### config.mk
export PLATFORM = sky130hd
export DESIGN_NAME = warn_monitor
export DESIGN_NICKNAME = d
export VERILOG_FILES = /design/src/rtl/warn_monitor.sv
export SDC_FILE = /design/constraint.sdc
export NUM_CORES = 1
export LEC_CHECK = 0
export ABC_AREA = 1
export CAP_MARGIN = 10
export CORE_AREA = 2 2 140 142
export CTS_CLUSTER_DIAMETER = 100
export DETAILED_ROUTE_END_ITERATION = 8
export DIE_AREA = 0 0 142 144
export HOLD_SLACK_MARGIN = 0.12
export PLACE_DENSITY = 0.91
export SLEW_MARGIN = 5
export SYNTH_ARGS = -nofsm -noshare
export SYNTH_HDL_FRONTEND = slang
export SYNTH_SLANG_ARGS = --single-unit
### constraint.sdc
create_clock -name clock -period 4.61 [get_ports clock]
set_input_delay 0.922 -clock clock [delete_from_list [all_inputs] [get_ports clock]]
set_output_delay 0.922 -clock clock [all_outputs]
set_load 0.01 [all_outputs]
### src/rtl/warn_monitor.sv
// Multi-channel low-level warning monitor: per-channel debounce, hysteresis
// and optional sticky latching against a shared signed warn level.
`timescale 1ns/1ps
module warn_monitor #(
  parameter int NCH      = 4,
  parameter int WIDTH    = 32,
  parameter int DEBOUNCE = 3
) (
  input  logic                 clock,
  input  logic                 reset,
  input  logic [NCH*WIDTH-1:0] values,
  input  logic [WIDTH-1:0]     warn_level,
  input  logic [WIDTH-1:0]     hysteresis,
  input  logic                 sticky_mode,
  input  logic [NCH-1:0]       clear,
  output logic [NCH-1:0]       warn,
  output logic [NCH-1:0]       warn_rise,
  output logic                 any_warn
);

  localparam int CW = $clog2(DEBOUNCE + 1);
  localparam logic [CW-1:0] DEB  = CW'(DEBOUNCE);
  localparam logic [CW-1:0] ONE  = CW'(1);
  localparam logic [CW-1:0] ZERO = '0;

  typedef enum logic [1:0] {S_OK, S_ARMING, S_WARN, S_RELEASING} state_t;

  function automatic logic is_low(input logic signed [WIDTH-1:0] v,
                                  input logic signed [WIDTH-1:0] lvl);
    return v < lvl;
  endfunction

  // Threshold is formed two bits wider so level + unsigned margin never wraps.
  function automatic logic is_rec(input logic signed [WIDTH-1:0] v,
                                  input logic signed [WIDTH-1:0] lvl,
                                  input logic [WIDTH-1:0]        hys);
    return $signed({{2{v[WIDTH-1]}}, v}) >=
           ($signed({{2{lvl[WIDTH-1]}}, lvl}) + $signed({2'b00, hys}));
  endfunction

  state_t          state     [NCH];
  logic [CW-1:0]   cnt       [NCH];
  state_t          nxt_state [NCH];
  logic [CW-1:0]   nxt_cnt   [NCH];
  logic [CW-1:0]   cnt_inc   [NCH];
  logic [NCH-1:0]  low;
  logic [NCH-1:0]  rec;
  logic [NCH-1:0]  nxt_warn;

  always_comb begin
    for (int i = 0; i < NCH; i++) begin
      nxt_state[i] = state[i];
      nxt_cnt[i]   = cnt[i];
      cnt_inc[i]   = cnt[i] + ONE;
      low[i]       = is_low(values[i*WIDTH +: WIDTH], warn_level);
      rec[i]       = is_rec(values[i*WIDTH +: WIDTH], warn_level, hysteresis);
      case (state[i])
        S_OK: begin
          if (low[i]) begin
            if (DEBOUNCE == 1) begin
              nxt_state[i] = S_WARN;
              nxt_cnt[i]   = ZERO;
            end else begin
              nxt_state[i] = S_ARMING;
              nxt_cnt[i]   = ONE;
            end
          end
        end
        S_ARMING: begin
          if (!low[i]) begin
            nxt_state[i] = S_OK;
            nxt_cnt[i]   = ZERO;
          end else if (cnt_inc[i] == DEB) begin
            nxt_state[i] = S_WARN;
            nxt_cnt[i]   = ZERO;
          end else begin
            nxt_cnt[i]   = cnt_inc[i];
          end
        end
        S_WARN: begin
          if (sticky_mode) begin
            // A latched warning only clears once the reading is no longer low.
            if (clear[i] && !low[i]) begin
              nxt_state[i] = S_OK;
              nxt_cnt[i]   = ZERO;
            end
          end else if (rec[i]) begin
            if (DEBOUNCE == 1) begin
              nxt_state[i] = S_OK;
              nxt_cnt[i]   = ZERO;
            end else begin
              nxt_state[i] = S_RELEASING;
              nxt_cnt[i]   = ONE;
            end
          end
        end
        S_RELEASING: begin
          if (sticky_mode || !rec[i]) begin
            nxt_state[i] = S_WARN;
            nxt_cnt[i]   = ZERO;
          end else if (cnt_inc[i] == DEB) begin
            nxt_state[i] = S_OK;
            nxt_cnt[i]   = ZERO;
          end else begin
            nxt_cnt[i]   = cnt_inc[i];
          end
        end
        default: begin
          nxt_state[i] = S_OK;
          nxt_cnt[i]   = ZERO;
        end
      endcase
      nxt_warn[i] = (nxt_state[i] == S_WARN) || (nxt_state[i] == S_RELEASING);
    end
  end

  always_ff @(posedge clock) begin
    if (!reset) begin
      for (int i = 0; i < NCH; i++) begin
        state[i] <= S_OK;
        cnt[i]   <= ZERO;
      end
      warn      <= '0;
      warn_rise <= '0;
      any_warn  <= 1'b0;
    end else begin
      for (int i = 0; i < NCH; i++) begin
        state[i] <= nxt_state[i];
        cnt[i]   <= nxt_cnt[i];
      end
      warn      <= nxt_warn;
      warn_rise <= nxt_warn & ~warn;
      any_warn  <= |nxt_warn;
    end
  end

endmodule

==> results.tsv <==
stage	metric	value	unit
worst_setup_path	critical_path_class	primary input to register	
yosys	synthesis.nets	1805	
timing	maxSlewHeadroom	0.558	
floorplan	io_pins	208	
timing	skew	0.00429	ns
floorplan	die_h	144	um
status	violations	setup timing	
worst_setup_path	cp_common_cell	nand2_2	
grt	grt_pass1_vias	11200	
yosys	yosysWarnings	0	
final_layout	regArea	500	sq um
timing	tightest_slew	0.660	ns
power_and_ir_drop	power.leakage	7.02	nW
yosys	synthCells	1312	
timing	rsz0062_at_grt	true	
placed_design	dpl.hpwl	29100	um
yosys	ys_seq_elements	25	
cts	clock_sinks	25	
detailed_routing	routed_wirelength	38300	um
detailed_routing	vias_per_cell	6.12	
worst_setup_path	cp.required	4.81	ns
placed_design	globalplace.congestion	0.985	
grt	antenna_found_initial	3	
worst_setup_path	cp-start-kind	primary input	
cts	clkSlewWorstSetupHoldPaths	0.07	ns
cts	cts-buffers-inserted	3	
floorplan	core	19100	sq um
detailed_routing	drt-pass1-iter-count	9	
timing	finalCritPeriodShare	1.14	
detailed_routing	route.met3.wl	3750	um
floorplan	die-area	20400	sq um
yosys	syn_avg_cell_area	6.81	sq um
placed_design	place_area	12300	sq um
power_and_ir_drop	total_power	0.00304	W
yosys	synthTopCellsByArea	ha_1, nand2_1, a21oi_1, inv_1, dfxtp_1	
timing	finalCriticalPeriod	5.25	ns
yosys	synth_top_area_frac	0.411	
final_layout	drive_gt1_frac	0.199	
worst_setup_path	crit_path_max_fanout	3	
final_layout	nets	2182	
timing	drv_slew	0	
detailed_routing	top_layer_used	met4	
yosys	netlist_area	8930	sq um
detailed_routing	dr_total_vias	11800	
grt	grt_usage	0.322	
detailed_routing	drc_errors	0	
cts	cts_max_path_buffers	2	
timing	report.final.hold_viol_count	0	
hold_path	hold_path.class	register to register	
cts	htree_levels	1	
grt	grt_pass1_wl	52900	um
detailed_routing	drt-met1-wl	14000	um
placed_design	io_buffer_count	207	
yosys	synth_enable_flop_cells	0	
cts	holdBufCountCts	0	
yosys	yosys_most_used_dff	dfxtp_1	
worst_setup_path	cp_slowest_cell	fa_2	
worst_setup_path	arrival	5.45	ns
placed_design	place_ws	-1.49	ns
yosys	synth_cell_types	47	
grt	grt-ovfl-total	0	
cts	cts-root-buf	clkbuf_16	
final_layout	syn2layout_area_growth	50.9	%
detailed_routing	wire_per_inst	19.8	um
final_layout	fin_area	13500	sq um
final_layout	multi_input_area	8590	sq um
worst_setup_path	endpoint_kind	register	
worst_setup_path	max_stage_delay	0.35	ns
timing	fmax	190	MHz
cts	tritoncts	yes	
power_and_ir_drop	powerDensity	226	nW/um^2
floorplan	die_w	142	um
power_and_ir_drop	ir_drop	0.000311	V
yosys	ys_seq_area_frac	0.0560	
detailed_routing	wl_met2	17200	um
detailed_routing	drtAntennaViolNets	0	
yosys	synth_top_area_cell	ha_1	
timing	setup_violations	25	
timing	setup_ws	-0.640	ns
final_layout	nFillCells	1362	
yosys	async_reset_ff_frac	0	
timing	setup_tns	-11.91	ns
cts	clkLatencyLatePin	0.26	ns
run	cap_viol_max_count	0	
detailed_routing	drt-initial-drc-count	1062	
floorplan	fp-row-count	51	
status	status	finished with violations	
floorplan	start_util	0.468	
grt	grt_max_degree	16	
final_layout	final_common_cell	ha_1	
final_layout	final_cell_mix	ha_1, nand2_1, clkdlybuf4s50_1	
==> worst max-delay path: cells and delay by family <==
kind	cells	cell delay, ns
fa+ha+maj	3	0.74
simple gates	18	2.37
xor+xnor	1	0.18
compound gates	4	0.68
buf+inv	5	0.52
==> routing by layer <==
metal | vias to the layer above | track usage
met3 | 275 | 0.0351
li1 | 5368 | -
met1 | 5332 | 0.384
met2 | 844 | 0.572
met5 | - | 0
met4 | 0 | 0.167
==> state kept, by name (all words and copies together) (netlist names) <==
signal	count
state	8
warn	4
warn_rise	4
cnt	8
any_warn	1
==> logic make-up after synthesis <==
group,count (synthesis),synth area share
adders and majority gates,294,0.413
buffers and inverters,165,0.0695
and+or+nand+nor,527,0.261
AOI/OAI and AO/OA,270,0.170
xor gates and xnor gates,31,0.0304
DFF,25,0.0560
==> repair_timing <==
action / CTS / global route
pin swaps: 16 / 93
buffers inserted: 14 / 23
gates resized for setup: 50 / 174
setup endpoints to repair: 25 / 25
==> metrics by stage <==
step | hold WS (ns) | std cells | utilization
global route | 0.436 | 1928 | 0.706
detailed placement | 0.408 | 1886 | 0.644
global placement | 0.402 | 1886 | 0.644
CTS | 0.414 | 1904 | 0.666
finish | 0.415 | 1930 | 0.706
floorplan | 0.439 | 1312 | -
==> power by group <==
group	switching (W)	internal (W)	total, W
clock	0.0000800	0.000117	0.000197
combinational	0.00139	0.00113	0.00253
sequential	0.0000445	0.000271	0.000316
total	0.00152	0.00152	0.00304
==> synth_stat cells (2+ instances only) <==
| library cell | count |
|---|---|
| o31ai_1 | 3 |
| nand3b_1 | 5 |
| nor2_1 | 89 |
| clkbuf_1 | 2 |
| o21ai_1 | 2 |
| a21boi_0 | 2 |
| and3_1 | 2 |
| a21o_1 | 5 |
| inv_1 | 160 |
| a221oi_1 | 2 |
| xnor2_1 | 15 |
| o2111ai_1 | 2 |
| a31oi_1 | 9 |
| dfxtp_1 | 25 |
| o21ai_0 | 53 |
| nand2_2 | 6 |
| o211ai_1 | 4 |
| nand3_1 | 72 |
| nand4_1 | 38 |
| inv_2 | 2 |
| nand3_2 | 8 |
| nor3b_1 | 2 |
| o21a_1 | 3 |
| a211oi_1 | 12 |
| a2111oi_0 | 2 |
| xor2_1 | 16 |
| nor4_1 | 6 |
| a21oi_1 | 156 |
| ha_1 | 293 |
| o21bai_1 | 6 |
| nand2_1 | 276 |
| o221ai_1 | 3 |
| nor2_2 | 2 |
| nor3_1 | 16 |
==> area by class of cell <==
cell class / instances / area share
inverter: 162 / 0.0451
clock buffer: 3 / 0.00557
clock inverter: 1 / 0.000371
antenna: 4 / 0.000743
timing repair buffer: 375 / 0.252
tap: 238 / 0.0221
multi-input combinational: 1122 / 0.637
sequential: 25 / 0.0371
==> path summary, 6_finish.rpt <==
check	from	endpoint	slack [ns]	cells after the start
min reg2reg	warn[3]	warn_rise[3]	0.41	1
max	hysteresis[0]	cnt[1][1]	-0.64	31
min	warn[3]	warn_rise[3]	0.41	1
max reg2reg	state[1][0]	cnt[1][1]	2.93	9
Note: power is estimated with default switching activity, not from simulation.
